$ cat src/rtl/vga_pkg.sv
// Shared VGA timing types: mode enum, per-mode timing entry, the mode table and lookup helpers.
package vga_pkg;

    localparam int unsigned CNT_W = 11;

    typedef enum logic [1:0] {
        MODE_1024X768 = 2'd0,
        MODE_800X600  = 2'd1,
        MODE_640X480  = 2'd2,
        MODE_RSVD     = 2'd3
    } vga_mode_t;

    typedef struct packed {
        logic [CNT_W-1:0] h_vis;
        logic [CNT_W-1:0] h_fp;
        logic [CNT_W-1:0] h_sync;
        logic [CNT_W-1:0] h_bp;
        logic [CNT_W-1:0] h_total;
        logic [CNT_W-1:0] v_vis;
        logic [CNT_W-1:0] v_fp;
        logic [CNT_W-1:0] v_sync;
        logic [CNT_W-1:0] v_bp;
        logic [CNT_W-1:0] v_total;
        logic             sync_pol;   // 1: sync pulses are active-high
    } vga_timing_t;

    localparam vga_timing_t VGA_MODE_TABLE [3] = '{
        '{h_vis: CNT_W'(1024), h_fp: CNT_W'(24), h_sync: CNT_W'(136), h_bp: CNT_W'(160),
          h_total: CNT_W'(1344), v_vis: CNT_W'(768), v_fp: CNT_W'(3), v_sync: CNT_W'(6),
          v_bp: CNT_W'(29), v_total: CNT_W'(806), sync_pol: 1'b0},
        '{h_vis: CNT_W'(800), h_fp: CNT_W'(40), h_sync: CNT_W'(128), h_bp: CNT_W'(88),
          h_total: CNT_W'(1056), v_vis: CNT_W'(600), v_fp: CNT_W'(1), v_sync: CNT_W'(4),
          v_bp: CNT_W'(23), v_total: CNT_W'(628), sync_pol: 1'b1},
        '{h_vis: CNT_W'(640), h_fp: CNT_W'(16), h_sync: CNT_W'(96), h_bp: CNT_W'(48),
          h_total: CNT_W'(800), v_vis: CNT_W'(480), v_fp: CNT_W'(10), v_sync: CNT_W'(2),
          v_bp: CNT_W'(33), v_total: CNT_W'(525), sync_pol: 1'b0}
    };

    // The reserved encoding falls back to the 1024x768 timing.
    function automatic vga_mode_t vga_mode_resolve(input vga_mode_t m);
        return (m == MODE_RSVD) ? MODE_1024X768 : m;
    endfunction

    function automatic vga_timing_t vga_lookup(input vga_mode_t m);
        case (m)
            MODE_800X600: return VGA_MODE_TABLE[1];
            MODE_640X480: return VGA_MODE_TABLE[2];
            default:      return VGA_MODE_TABLE[0];
        endcase
    endfunction

    function automatic logic vga_sync_pol(input vga_mode_t m);
        vga_timing_t t;
        t = vga_lookup(m);
        return t.sync_pol;
    endfunction

endpackage

$ cat src/rtl/vga_if.sv
// Raster position and sync/blank bundle produced by the timing generator.
interface vga_if #(
    parameter int unsigned CNT_W = vga_pkg::CNT_W
);
    logic [CNT_W-1:0] hcount;
    logic [CNT_W-1:0] vcount;
    logic             hsync;
    logic             vsync;
    logic             hblnk;
    logic             vblnk;

    modport out (output hcount, vcount, hsync, vsync, hblnk, vblnk);
    modport in  (input  hcount, vcount, hsync, vsync, hblnk, vblnk);
endinterface

$ cat src/rtl/vga_mode_lut.sv
// Combinational mode-to-timing lookup.
module vga_mode_lut
    import vga_pkg::*;
(
    input  vga_mode_t   mode,
    output vga_timing_t timing
);

    assign timing = vga_lookup(mode);

endmodule

$ cat src/rtl/vga_timing_multi.sv
// Multi-mode VGA timing generator; mode changes are latched only at the frame boundary.
module vga_timing_multi #(
    parameter vga_pkg::vga_mode_t DEFAULT_MODE = vga_pkg::MODE_1024X768,
    parameter int unsigned        CNT_W        = vga_pkg::CNT_W
) (
    input  logic       clk,
    input  logic       rst,
    input  logic       ce,
    input  logic [1:0] mode_sel,
    vga_if.out         vga_out,
    output logic       frame_start,
    output logic [1:0] mode_cur
);

    vga_pkg::vga_mode_t   mode_q;
    vga_pkg::vga_mode_t   mode_nxt;
    vga_pkg::vga_timing_t tim;

    logic [CNT_W-1:0] hcount_q;
    logic [CNT_W-1:0] vcount_q;
    logic [CNT_W-1:0] h_nxt;
    logic [CNT_W-1:0] v_nxt;
    logic             hsync_q, vsync_q, hblnk_q, vblnk_q;
    logic             h_last, v_last, wrap;
    logic             pol_nxt, hact_nxt, vact_nxt;
    logic             unused_bp;

    vga_mode_lut u_lut (
        .mode   (mode_q),
        .timing (tim)
    );

    // Back porch is implied by the totals.
    assign unused_bp = ^{tim.h_bp, tim.v_bp};

    // Next raster position and its decode; at a wrap the new mode's polarity takes over.
    always_comb begin
        h_last   = (hcount_q == CNT_W'(tim.h_total - 1'b1));
        v_last   = (vcount_q == CNT_W'(tim.v_total - 1'b1));
        wrap     = h_last && v_last;
        h_nxt    = h_last ? '0 : CNT_W'(hcount_q + 1'b1);
        v_nxt    = vcount_q;
        if (h_last) begin
            v_nxt = v_last ? '0 : CNT_W'(vcount_q + 1'b1);
        end
        mode_nxt = wrap ? vga_pkg::vga_mode_resolve(vga_pkg::vga_mode_t'(mode_sel)) : mode_q;
        pol_nxt  = vga_pkg::vga_sync_pol(mode_nxt);
        hact_nxt = (h_nxt >= CNT_W'(tim.h_vis + tim.h_fp)) &&
                   (h_nxt <  CNT_W'(tim.h_vis + tim.h_fp + tim.h_sync));
        vact_nxt = (v_nxt >= CNT_W'(tim.v_vis + tim.v_fp)) &&
                   (v_nxt <  CNT_W'(tim.v_vis + tim.v_fp + tim.v_sync));
    end

    always_ff @(posedge clk) begin
        if (rst) begin
            hcount_q    <= '0;
            vcount_q    <= '0;
            hblnk_q     <= 1'b0;
            vblnk_q     <= 1'b0;
            hsync_q     <= ~vga_pkg::vga_sync_pol(DEFAULT_MODE);
            vsync_q     <= ~vga_pkg::vga_sync_pol(DEFAULT_MODE);
            frame_start <= 1'b0;
            mode_q      <= vga_pkg::vga_mode_resolve(DEFAULT_MODE);
        end else begin
            frame_start <= 1'b0;
            if (ce) begin
                hcount_q    <= h_nxt;
                vcount_q    <= v_nxt;
                hblnk_q     <= (h_nxt >= CNT_W'(tim.h_vis));
                vblnk_q     <= (v_nxt >= CNT_W'(tim.v_vis));
                hsync_q     <= hact_nxt ~^ pol_nxt;
                vsync_q     <= vact_nxt ~^ pol_nxt;
                frame_start <= wrap;
                mode_q      <= mode_nxt;
            end
        end
    end

    assign vga_out.hcount = hcount_q;
    assign vga_out.vcount = vcount_q;
    assign vga_out.hsync  = hsync_q;
    assign vga_out.vsync  = vsync_q;
    assign vga_out.hblnk  = hblnk_q;
    assign vga_out.vblnk  = vblnk_q;
    assign mode_cur       = mode_q;

endmodule

$ cat src/flat_wrapper.sv
// flat-port wrapper written by rule: the top's interface ports become plain ports
module vga_timing_multi_flat 
#(
    parameter vga_pkg::vga_mode_t DEFAULT_MODE = vga_pkg::MODE_1024X768,
    parameter int unsigned        CNT_W        = vga_pkg::CNT_W
)
  (clk, rst, ce, mode_sel, frame_start, mode_cur, vga_out_hcount, vga_out_vcount, vga_out_hsync, vga_out_vsync, vga_out_hblnk, vga_out_vblnk);
  vga_if #(.CNT_W(CNT_W)) vga_out_i ();
  input  logic clk;
  input  logic rst;
  input  logic ce;
  input  logic [1:0] mode_sel;
  output logic frame_start;
  output logic [1:0] mode_cur;
  output wire logic [$bits(vga_out_i.hcount)-1:0] vga_out_hcount;
  output wire logic [$bits(vga_out_i.vcount)-1:0] vga_out_vcount;
  output wire logic [$bits(vga_out_i.hsync)-1:0] vga_out_hsync;
  output wire logic [$bits(vga_out_i.vsync)-1:0] vga_out_vsync;
  output wire logic [$bits(vga_out_i.hblnk)-1:0] vga_out_hblnk;
  output wire logic [$bits(vga_out_i.vblnk)-1:0] vga_out_vblnk;
  assign vga_out_hcount = vga_out_i.hcount;
  assign vga_out_vcount = vga_out_i.vcount;
  assign vga_out_hsync = vga_out_i.hsync;
  assign vga_out_vsync = vga_out_i.vsync;
  assign vga_out_hblnk = vga_out_i.hblnk;
  assign vga_out_vblnk = vga_out_i.vblnk;
  vga_timing_multi #(.DEFAULT_MODE(DEFAULT_MODE), .CNT_W(CNT_W)) u_core (.clk(clk), .rst(rst), .ce(ce), .mode_sel(mode_sel), .vga_out(vga_out_i), .frame_start(frame_start), .mode_cur(mode_cur));
endmodule
$ cat config.mk
export PLATFORM = sky130hd
export DESIGN_NAME = vga_timing_multi_flat
export DESIGN_NICKNAME = d
export VERILOG_FILES = /design/src/rtl/vga_pkg.sv /design/src/rtl/vga_if.sv /design/src/rtl/vga_mode_lut.sv /design/src/rtl/vga_timing_multi.sv /design/src/flat_wrapper.sv
export SDC_FILE = /design/constraint.sdc
export NUM_CORES = 1
export LEC_CHECK = 0
export ABC_AREA = 1
export CORE_MARGIN = 2
export CORE_UTILIZATION = 40
export CTS_CLUSTER_DIAMETER = 150
export DETAILED_ROUTE_END_ITERATION = 12
export GPL_TIMING_DRIVEN = 0
export SYNTH_ARGS = -nofsm -noshare
export SYNTH_HDL_FRONTEND = slang
export SYNTH_SLANG_ARGS = --single-unit
$ cat constraint.sdc
create_clock -name clk -period 3.4 [get_ports clk]
set_clock_uncertainty 0.05 [all_clocks]
set_input_delay 0.68 -clock clk [delete_from_list [all_inputs] [get_ports clk]]
set_output_delay 0.68 -clock clk [all_outputs]
set_load 0.01 [all_outputs]
# [Word-level counts from Yosys, hierarchy flattened]
# Cells that the tools add are included.
[totals] input_bits=5 output_inout_bits=29 regBits=29
[classes] addsub=8 eq_ne=7 bitwise_logic=3 muxes=7 n_lt_le_gt_ge=6 n_reduce_logical=4
[op_table] op="one-hot mux 111 bit (2 select lines)" n=1
[op_table] op="adder 11 bit" n=4
[op_table] op=">= comparator 11 bit" n=4
[op_table] op="two-way mux 11 bit" n=3
[op_table] op="adder 11 x 1 -> 11 bit (second input constant)" n=2
[op_table] op="== test 11 bit" n=2
[op_table] op="< comparator 11 bit" n=2
[op_table] op="subtractor 11 x 1 -> 11 bit (second input constant)" n=2
[op_table] op="== test 2 bit (second input constant)" n=3
[op_table] op="== test 2 x 1 -> 1 bit (second input constant)" n=2
[op_table] op="two-way mux 2 bit" n=2
[op_table] op="logical AND 1 bit" n=3
[op_table] op="one-hot mux 1 bit (2 select lines)" n=1
[op_table] op="OR reduction 2 bit" n=1
[op_table] op="bitwise XNOR 1 bit" n=2
[op_table] op="NOT 1 bit" n=1

# [Longest topological paths before layout]
# Gate-level depths: netlist of the first run.
[depth] depth_word=9 depth_mapped=26

# [Cells and area by module]
# Synthesis of the first run repeated with hierarchy kept, for this count alone.
[hier_totals] hier_cells=1013 hier_area_um2=6582.6
[modules_own_cells] mod="vga_timing_multi" seq_area_each_um2=580.6 cells_each=897 instances=1 area_each_um2=5718.0
[modules_own_cells] mod="vga_mode_lut" seq_area_each_um2=0.0 cells_each=116 instances=1 area_each_um2=864.6

# [Worst setup path after synthesis of the first run]
# No wires, ideal clock.
[synth_timing] path_kind="register to register" from="register u_core.mode_q[0] (netlist: u_core.mode_cur[0])" to="register u_core.vsync_q (netlist: u_core.vga_out.vsync)" setup_slack_ps=96 required_time_ps=3235 path_stages_with_launch=24 t_arrival_ps=3139 cell_sequence="dfxtp_1 > inv_1 > ha_1 > inv_1 > nand2_1 > nand2_1 > nor2_2 > nand2_2 > nor2_8 > nand2_2 > nor3_2 > nand3_1 > o21ai_1 > inv_1 > ha_1 > inv_1 > nor3_1 > nand4_1 > nor2_1 > a21oi_1 > nand2_1 > nand4_1 > nand3_1 > nand2_1"
[synth_between] elab_chain_len=9
[synth_rtl] item="start, declared" line="vga_timing_multi.sv:15" text="vga_pkg::vga_mode_t mode_q;"
[synth_rtl] item="start signal, assigned" line="vga_timing_multi.sv:63" text="mode_q <= vga_pkg::vga_mode_resolve(DEFAULT_MODE);"
[synth_rtl] item="start signal, assigned" line="vga_timing_multi.sv:74" text="mode_q <= mode_nxt;"
[synth_rtl] item="== test 2 bit / == test 2 x 1 -> 1 bit (equally long branches)" line="vga_pkg.sv:45" text="case (m)"
[synth_rtl] item="one-hot mux 111 bit (2 select lines) *" line="vga_pkg.sv:45"
[synth_rtl] item="subtractor 11 x 1 -> 11 bit" line="vga_timing_multi.sv:39" text="v_last = (vcount_q == CNT_W'(tim.v_total - 1'b1));"
[synth_rtl] item="== test 11 bit" line="vga_timing_multi.sv:39"
[synth_rtl] item="two-way mux 11 bit" line="vga_timing_multi.sv:44" text="v_nxt = v_last ? '0 : CNT_W'(vcount_q + 1'b1);"
[synth_rtl] item="two-way mux 11 bit *" line="vga_timing_multi.sv:43" text="if (h_last) begin"
[synth_rtl] item="named net u_core.v_nxt[9]" line="vga_timing_multi.sv:22" text="logic [CNT_W-1:0] v_nxt;"
[synth_rtl] item=">= comparator 11 bit / < comparator 11 bit (equally long branches)" line="vga_timing_multi.sv:50, vga_timing_multi.sv:51"
[synth_rtl] item="logical AND 1 bit *" line="vga_timing_multi.sv:50" text="vact_nxt = (v_nxt >= CNT_W'(tim.v_vis + tim.v_fp)) &&"
[synth_rtl] item="bitwise XNOR 1 bit *" line="vga_timing_multi.sv:72" text="vsync_q <= vact_nxt ~^ pol_nxt;"
[synth_rtl] item="end signal, assigned" line="vga_timing_multi.sv:61" text="vsync_q <= ~vga_pkg::vga_sync_pol(DEFAULT_MODE);"
[synth_rtl] item="end signal, assigned" line="vga_timing_multi.sv:72"
[synth_rtl] item="end, declared" line="vga_timing_multi.sv:23" text="logic hsync_q, vsync_q, hblnk_q, vblnk_q;"
# Mark *: on every way through the listed nets, which the timed path passes. The rest lies on a longest branch.
# A chain may end at the register's enable or synchronous reset.

# [Worst setup path in the final report of the first run]
# Same ends and word-level chain as after synthesis.

==> results of run 1 <==
-- cell families (layout without fill, tap and decap cells) --
kind of cell | Yosys count | after routing | share of synthesized area
fa+ha+maj | 41 | 41 | 0.171
compound gates | 90 | 90 | 0.156
buf+inv | 88 | 146 | 0.121
xor+xnor | 6 | 6 | 0.0175
other cells | 1 | 2 | 0.00125
flops | 29 | 29 | 0.193
simple gates | 217 | 217 | 0.340
-- metrics by stage --
| stage | cells | power [mW] | hold slack, ns |
|---|---|---|---|
| 3_5_place_dp | 605 | 0.775 | 0.409 |
| 5_1_grt | 630 | 1.19 | 0.462 |
| 6_report | 630 | 1.12 | 0.428 |
| 2_1_floorplan | 473 | 0.650 | 0.462 |
| 3_3_place_gp | 605 | 0.765 | 0.406 |
| 4_1_cts | 620 | 1.10 | 0.432 |
-- where the power goes --
group | switching (mW) | leakage, nW | internal [mW]
Clock | 0.165 | 0.0439 | 0.142
Sequential | 0.0305 | 0.241 | 0.362
Combinational | 0.242 | 1.58 | 0.175
Total | 0.438 | 1.87 | 0.678
-- worst paths after layout --
path | end | cells after the start
min reg2reg | u_core.vga_out.vsync | 2
min | u_core.vga_out.vsync | 2
max reg2reg | u_core.vga_out.vsync | 25
max | u_core.vga_out.vsync | 25
-- layout make-up --
class	instances	area share
multi-input combinational	356	0.572
sequential	29	0.154
timing repair buffer	51	0.123
inverter	76	0.0802
tap	99	0.0324
clock buffer	5	0.0180
buffer	11	0.0164
clock inverter	3	0.00458
-- synthesized netlist by cell type (7+ instances only) --
master,count
inv_1,65
nand2_1,102
nand2_2,10
dfxtp_1,29
nor3_1,7
o21ai_0,32
nor2_1,44
nand3_1,25
ha_1,41
o21ai_1,8
a21oi_1,43
inv_2,8
-- what timing repair did --
| action | in CTS | in global routing |
|---|---|---|
| cloned | 0 | 0 |
| pin swaps | 5 | 14 |
| setup endpoints to repair | 3 | 2 |
| buffers inserted | 7 | 11 |
| gates resized for setup | 16 | 23 |
-- registers in the layout, summed over array words and instances (netlist names) --
register               flops
u_core.vga_out.vblnk       1
u_core.frame_start         1
u_core.vga_out.hcount     11
u_core.vga_out.vcount     11
u_core.vga_out.hblnk       1
u_core.vga_out.vsync       1
u_core.mode_cur            2
u_core.vga_out.hsync       1
-- critical path: cells and delay by family, from the launching register on --
kind / cells / cell delay [ns]
buffers and inverters: 6 / 0.59
AO/OA/AOI/OAI: 3 / 0.23
adder cells (fa/ha/maj): 2 / 0.58
flip-flops: 1 / 0.40
AND/OR/NAND/NOR: 14 / 1.40
-- layer usage --
| metal | share of wire | vias up | global-route usage |
|---|---|---|---|
| li1 | - | 1646 | - |
| met1 | 0.48 | 1484 | 0.293 |
| met2 | 0.46 | 97 | 0.348 |
| met3 | 0.053 | 10 | 0.0301 |
| met4 | 0.0099 | 0 | 0.0615 |
| met5 | 0 | - | 0 |
==> run_results.csv, run 1 <==
group,metric,value,unit
global_route,grt_pass1_vias,2901,
setup_path,cpPeakStageDelay,0.40,ns
power_and_ir_drop,power_leakage,1.87,nW
drt,dr.first_iter.drc_count,199,
yosys,synth_edf_count,0,
setup_path,cp.arrival,3.49,ns
timing,fmax,0.303,GHz
global_route,track_usage,0.214,
floorplan,die_y,90.7,µm
clock_tree,clock_latency,0.29,ns
clock_tree,cts_buffers,5,
drt,route.detailed.drc,0,
finish,area_delta_synth_final,27.2,%
timing,rsz0062_at_grt,"true",
floorplan,die_w,90.7,µm
timing,worstMarginPinSlew,0.592,ns
setup_path,crit_type,"reg2reg",
floorplan,initial_utilization,0.414,
drt,antenna_left,0,
place,place_area,0.00346,mm²
yosys,synth_area_leaders,"dfxtp_1 19%, ha_1 17%, nand2_1 13%",
drt,vias_per_cell,5.14,
clock_tree,clkTransAtPathRegs,0.08,ns
global_route,grt_max_degree,11,
floorplan,rows,31,
finish,finish.utilization,0.527,
setup_path,setup.worst_path.end_class,"register",
finish,layout_common_cells,"99 x nand2_1, 59 x inv_1, 43 x nor2_1",
yosys,ys.warnings.count,0,
floorplan,die_area,0.00822,mm²
finish,drive_above_1_share,0.173,
finish,num-fill-cells,740,
finish,insertedDiodeCount,0,
yosys,synth_cell_types,38,
clock_tree,cts_root_buf,"clkbuf_8",
place,place_congestion,0.862,
global_route,antenna_found_initial,0,
min_path,holdCritPathClass,"reg2reg",
floorplan,io_pins,34,
setup_path,reg2reg_from,"u_core.mode_cur[0]",
yosys,syn-cell-area,0.00301,mm²
yosys,yosysTopAreaCellShare,0.193,
setup_path,rrSetupSlack,0.1,ns
place,io_buffers,33,
yosys,yosys_most_used_dff,"dfxtp_1",
timing,finalSetupTns,0,ns
setup_path,crit_fanout,7,
place,dp_slack,-0.681,ns
run_status,outcome,"completed",
setup_path,crit_required,3.59,ns
yosys,synth-seq-cells,29,
clock_tree,cts_tree,"done",
setup_path,crit_top_cell,"nand2_1",
finish,multiInputGateArea,0.00219,mm²
setup_path,cp-start-kind,"register",
timing,period_minus_slack,3.30,ns
finish,layout_commonest_cell,"nand2_1",
drt,wire_per_inst,14.0,µm
timing,setup_violations,0,
clock_tree,cts_sinks,29,
drt,first_pass_iters,5,
timing,setup_ws,0.0959,ns
power_and_ir_drop,power_density,292,mW/mm²
drt,vias,3237,
drt,wl,8820,µm
yosys,synthCells,472,
place,dp_hpwl,6620,µm
finish,fin_area,0.00382,mm²
floorplan,coreArea,0.00725,mm²
clock_tree,htree_levels,2,
setup_path,critPathSlowestCell,"dfxtp_4",
timing,slew_headroom,0.606,
clock_tree,cts_buffer_depth,2,
timing,finalMaxSlewViolations,0,
timing,finalHoldViolCount,0,
finish,nNetsFinal,576,
global_route,overflow,0,
yosys,syn_avg_cell_area,6.37,µm²
timing,period_share,0.972,
power_and_ir_drop,max-vdd-ir-drop,118,µV
setup_path,critPathLaunch,"u_core.mode_cur[0]",
yosys,synthArstFlopShare,0,
clock_tree,postCtsHoldBufs,0,
global_route,grt_pass1_wl,14200,µm
min_path,min_from,"u_core.vga_out.vsync",
finish,seq_area,588,µm²
yosys,synth-seq-area-share,0.193,
yosys,synth.largest_area_cell,"dfxtp_1",
job,max_cap_violations,0,
(Power assumes the default switching activity.)
==> run 2: changes to the inputs <==
CORE_MARGIN = unset   (was 2)
PLACE_DENSITY_LB_ADDON = 0.3   (was unset)
SYNTH_HIERARCHICAL = 1   (was unset)
==> run_results.csv, run 2 <==
group,metric,value,unit
finish,layout_common_cells,"159 x nand2_1, 153 x inv_1, 111 x buf_4",
drt,route.detailed.drc,0,
timing,worstMarginPinSlew,0.511,ns
yosys,synthCells,991,
setup_path,rrSetupSlack,-0.78,ns
setup_path,reg2reg_depth,27,
setup_path,path_buf_inv,6,
place,io_buffers,33,
finish,drive_above_1_share,0.206,
setup_path,worstReg2RegEnd,"u_core/vga_out.vsync",
floorplan,rows,45,
floorplan,die_area,0.0166,mm²
setup_path,worstSetupPathDepth,27,
drt,vias,6375,
timing,setup_violations,4,
drt,antenna_left,0,
timing,setup_ws,-0.779,ns
floorplan,die_y,129,µm
floorplan,coreArea,0.0154,mm²
floorplan,io_pins,34,
clock_tree,cts_root_buf,"clkbuf_16",
timing,finalMaxSlewViolations,0,
drt,first_pass_iters,7,
timing,slew_headroom,0.656,
finish,layout_commonest_cell,"nand2_1",
timing,rsz0062_at_grt,"true",
setup_path,crit_required,3.52,ns
setup_path,critPathLaunch,"u_core/mode_cur[1]",
drt,wl_met1,8110,µm
finish,fin_area,0.00810,mm²
clock_tree,clock_latency,0.27,ns
run_status,violations,"setup timing",
timing,period_share,1.23,
drt,dr_wl_met2,7810,µm
global_route,antenna_found_initial,0,
setup_path,crit_fanout,5,
min_path,holdCritPathClass,"reg2reg",
setup_path,cp.arrival,4.30,ns
place,dp_slack,-1.00,ns
floorplan,initial_utilization,0.416,
setup_path,crit_type,"reg2reg",
timing,period_minus_slack,4.18,ns
setup_path,critPathSlowestCell,"dfxtp_4",
clock_tree,htree_levels,2,
clock_tree,postCtsHoldBufs,0,
timing,fmax,0.239,GHz
drt,wl_met3,646,µm
drt,vias_per_cell,4.80,
finish,num-fill-cells,1519,
clock_tree,cts_buffer_depth,2,
global_route,overflow,0,
drt,wire_per_inst,12.7,µm
floorplan,die_w,129,µm
power_and_ir_drop,power_density,219,mW/mm²
yosys,syn-cell-area,0.00642,mm²
timing,finalHoldViolCount,0,
setup_path,cp-start-kind,"register",
setup_path,crit_family,"adder cells",
drt,dr.first_iter.drc_count,371,
yosys,syn_avg_cell_area,6.48,µm²
global_route,grt_pass1_wl,27600,µm
power_and_ir_drop,max-vdd-ir-drop,144,µV
run_status,outcome,"finished, violations left",
global_route,grt_max_degree,11,
yosys,ys.warnings.count,6,
clock_tree,cts_buffers,5,
timing,fin_hold_ws,0.491,ns
finish,nNetsFinal,1236,
global_route,grt_pass1_vias,5903,
job,max_cap_violations,0,
place,place_area,0.00738,mm²
setup_path,reg2reg_from,"u_core/mode_cur[1]",
place,place_congestion,0.890,
drt,wl,16800,µm
setup_path,setup.worst_path.end_class,"register",
place,dp_hpwl,13200,µm
clock_tree,cts_tree,"done",
clock_tree,cts_sinks,29,
drt,highest_layer,"met4",
setup_path,worstSetupEndpoint,"u_core/vga_out.vsync",
clock_tree,clkTransAtPathRegs,0.05,ns
finish,area_delta_synth_final,26.2,%
global_route,track_usage,0.207,
setup_path,cpPeakStageDelay,0.37,ns
finish,insertedDiodeCount,0,
power_and_ir_drop,power_leakage,4.13,nW
## run 2: through the flow
step / instances / power, mW / utilization / setup TNS [ns]
after global placement: 1285 / 1.22 / 0.478 / -2.76
final: 1327 / 1.78 / 0.525 / -1.88
after detailed placement: 1285 / 1.23 / 0.478 / -2.82
after CTS: 1316 / 1.70 / 0.506 / -2.16
after floorplan: 1041 / 1.05 / - / -0.427
after global routing: 1327 / 1.92 / 0.525 / -3.00
## run 2: layout make-up
class,count,area (µm²),share of cell area
multi-input cells,752,5170,0.638
plain buffers,90,669,0.0826
inverters,169,654,0.0808
repair buffers,68,609,0.0752
flip-flops and latches,29,588,0.0726
well taps,211,264,0.0326
clock buffers,8,146,0.0181
## run 2: worst min-delay path by stage
stage | from | end | slack (ns) | cells after the start
after floorplan | u_core/vga_out.vsync | u_core/vga_out.vsync | 0.46 | 2
after global placement | u_core/vga_out.vsync | u_core/vga_out.vsync | 0.48 | 2
after detailed placement | u_core/mode_cur[0] | u_core/mode_cur[0] | 0.49 | 2
after CTS | u_core/mode_cur[0] | u_core/mode_cur[0] | 0.50 | 2
after global routing | u_core/mode_cur[0] | u_core/mode_cur[0] | 0.53 | 2
final | u_core/vga_out.vsync | u_core/vga_out.vsync | 0.49 | 2
## run 2: worst register-to-register path, cell delays in order, from the launching register on
cell and delay, ns:
dfxtp_4 0.37, buf_4 0.14, ha_4 0.29, clkinvlp_4 0.13, buf_12 0.15, ha_4 0.21, inv_4 0.06, o21bai_2 0.08
xor2_1 0.19, inv_1 0.09, ha_4 0.24, nand2_4 0.06, nor3_2 0.04, nand2_1 0.05, o211ai_1 0.16, a21o_1 0.25
a21oi_2 0.15, xor2_1 0.20, xor2_1 0.18, ha_1 0.27, nand2_1 0.08, inv_2 0.05, nand3_2 0.07, o211ai_1 0.11
nor2_2 0.17, nand3_1 0.09, nand3_1 0.09, nand2_1 0.05
## run 2: report_power, final
group	leakage [nW]	internal (mW)	switching, mW
logic	3.82	0.415	0.522
registers	0.241	0.359	0.0311
clock network	0.0712	0.292	0.156
## run 2: routing by layer
layer / vias up / track usage
li1: 3372 / -
met5: - / 0
met3: 16 / 0.00956
met1: 2830 / 0.283
met2: 157 / 0.358
met4: 0 / 0.0505
## run 2: repair_timing
item                                    in CTS  in global routing
setup buffers                               23                 12
cloned                                       0                  0
pin swaps                                   31                 34
endpoints found under the setup margin       4                  4
resized for setup                           32                 47
==> run 3: changes to the inputs <==
CORE_ASPECT_RATIO = 0.5   (was unset)
SLEW_MARGIN = 0   (was unset)
==> run_results.csv, run 3 (same netlist as run 2, synthesis figures left out) <==
group,metric,value,unit
drt,route.detailed.drc,0,
timing,setup_ws,-0.677,ns
drt,vias_per_cell,4.84,
timing,fmax,0.245,GHz
setup_path,cp.arrival,4.20,ns
global_route,track_usage,0.212,
clock_tree,cts_root_buf,"clkbuf_16",
finish,nNetsFinal,1248,
floorplan,die_y,91.6,µm
drt,wl,17100,µm
finish,fin_area,0.00838,mm²
run_status,outcome,"finished, violations left",
finish,area_delta_synth_final,30.5,%
place,place_area,0.00737,mm²
setup_path,reg2reg_from,"u_core/mode_cur[1]",
min_path,min_to,"u_core/vga_out.hsync",
clock_tree,clkTransAtPathRegs,0.05,ns
place,place_congestion,0.925,
clock_tree,cts_sinks,29,
clock_tree,postCtsHoldBufs,0,
clock_tree,cts_tree,"done",
run_status,violations,"setup timing",
drt,vias,6452,
place,placedCellCount,1278,
global_route,antenna_found_initial,0,
floorplan,io_pins,34,
timing,worstMarginPinSlew,0.572,ns
setup_path,crit_required,3.52,ns
finish,finish.utilization,0.539,
setup_path,setup.worst_path.end_class,"register",
clock_tree,cts_buffer_depth,2,
finish,layout_commonest_cell,"nand2_1",
global_route,grt_pass1_wl,28700,µm
timing,slew_headroom,0.619,
global_route,grt_pass1_vias,6225,
setup_path,crit_type,"reg2reg",
timing,fin_hold_ws,0.461,ns
place,dp_hpwl,13500,µm
setup_path,crit_fanout,4,
place,io_buffers,33,
job,max_cap_violations,0,
timing,finalHoldViolCount,0,
timing,rsz0062_at_grt,"true",
drt,antenna_left,0,
floorplan,coreArea,0.0155,mm²
setup_path,worstReg2RegEnd,"u_core/vga_out.vsync",
global_route,grt_max_degree,11,
finish,drive_above_1_share,0.242,
floorplan,die_area,0.0166,mm²
clock_tree,clock_latency,0.28,ns
setup_path,cp-start-kind,"register",
power_and_ir_drop,fin_total_pwr,1.89,mW
power_and_ir_drop,power_density,225,mW/mm²
power_and_ir_drop,max-vdd-ir-drop,178,µV
min_path,holdCritPathClass,"reg2reg",
finish,insertedDiodeCount,0,
floorplan,rows,32,
setup_path,rrSetupSlack,-0.68,ns
drt,dr.first_iter.drc_count,330,
setup_path,reg2reg_depth,27,
floorplan,initial_utilization,0.413,
min_path,hold_depth,2,
drt,first_pass_iters,5,
floorplan,die_w,181,µm
timing,period_minus_slack,4.08,ns
power_and_ir_drop,power_leakage,4.20,nW
min_path,min_from,"u_core/vga_out.hsync",
timing,period_share,1.20,
clock_tree,htree_levels,2,
timing,setup_violations,4,
global_route,overflow,0,
clock_tree,cts_buffers,5,
finish,layout_common_cells,"155 x nand2_1, 147 x inv_1, 120 x buf_4",
timing,finalMaxSlewViolations,0,
drt,wire_per_inst,12.8,µm
finish,fin_cells,1332,
run 3: cell count changes in the layout (fill, tap and decap cells not counted), sizes merged:
| cell | delta |
|---|---|
| buf | +12 |
| clkbuf | -2 |
| bufinv | +1 |
| clkinvlp | +1 |
run 3: worst max-delay path by stage:
stage | to | from | slack [ns] | cells past startpoint
finish | u_core/vga_out.vsync | u_core/mode_cur[1] | -0.68 | 27
global route | u_core/vga_out.vsync | u_core/mode_cur[0] | -0.99 | 30
CTS | u_core/vga_out.vsync | u_core/mode_cur[0] | -0.67 | 29
detailed placement | u_core/vga_out.vsync | u_core/mode_cur[0] | -1.06 | 29
global placement | u_core/vga_out.vsync | u_core/mode_cur[0] | -1.01 | 29
floorplan | u_core/vga_out.vsync | u_core/mode_cur[1] | -0.32 | 28
run 3: area by class of cell:
cell class	instances	area, µm²
buffer	91	684
clock buffer	6	139
clock inverter	2	37.5
fill	1477	7160
inverter	169	654
multi-input combinational	752	5330
sequential	29	588
tap	204	255
timing repair buffer	79	687
run 3: critical path, cell delays in order (launching register included):
cell,delay [ns]
dfxtp_4,0.40
inv_4,0.05
ha_4,0.17
buf_6,0.12
ha_4,0.16
o21bai_1,0.17
a31o_2,0.25
xor2_2,0.20
inv_1,0.07
ha_1,0.30
inv_2,0.09
nor3_2,0.05
nand2_1,0.05
o211ai_1,0.11
a21o_1,0.21
a21oi_2,0.12
xor2_1,0.21
xor2_1,0.10
ha_1,0.30
nand2_1,0.06
inv_2,0.07
nand3_2,0.08
nor3_2,0.17
nand2_1,0.12
nand2_1,0.09
nand2_1,0.06
nand3_1,0.08
nand2_1,0.06
run 3: per-stage QoR:
stage / TNS, ns / setup WS [ns]
6_report: -1.66 / -0.677
5_1_grt: -2.71 / -0.988
4_1_cts: -1.73 / -0.665
3_5_place_dp: -3.26 / -1.06
3_3_place_gp: -3.11 / -1.01
2_1_floorplan: -0.427 / -0.320
run 3: repair_timing:
| item | CTS | global route |
|---|---|---|
| endpoints found under the setup margin | 4 | 4 |
| setup buffers | 41 | 5 |
| endpoints found under the hold margin | 0 | 0 |
| pin swaps | 59 | 25 |
| resized for setup | 75 | 45 |
run 3: where the power goes:
part / internal [mW] / leakage, nW / switching, mW / total (mW)
Combinational: 0.428 / 3.87 / 0.538 / 0.967
Clock: 0.365 / 0.0831 / 0.167 / 0.532
Sequential: 0.359 / 0.241 / 0.0290 / 0.388
run 3: metal layers:
layer	vias to the layer above	global-route usage	share of wire	wire length (µm)
li1	3391	-	-	-
met1	2904	0.263	0.45	7660
met2	134	0.391	0.48	8280
met3	23	0.0201	0.049	838
met4	0	0.0572	0.019	320
met5	-	0	0	0
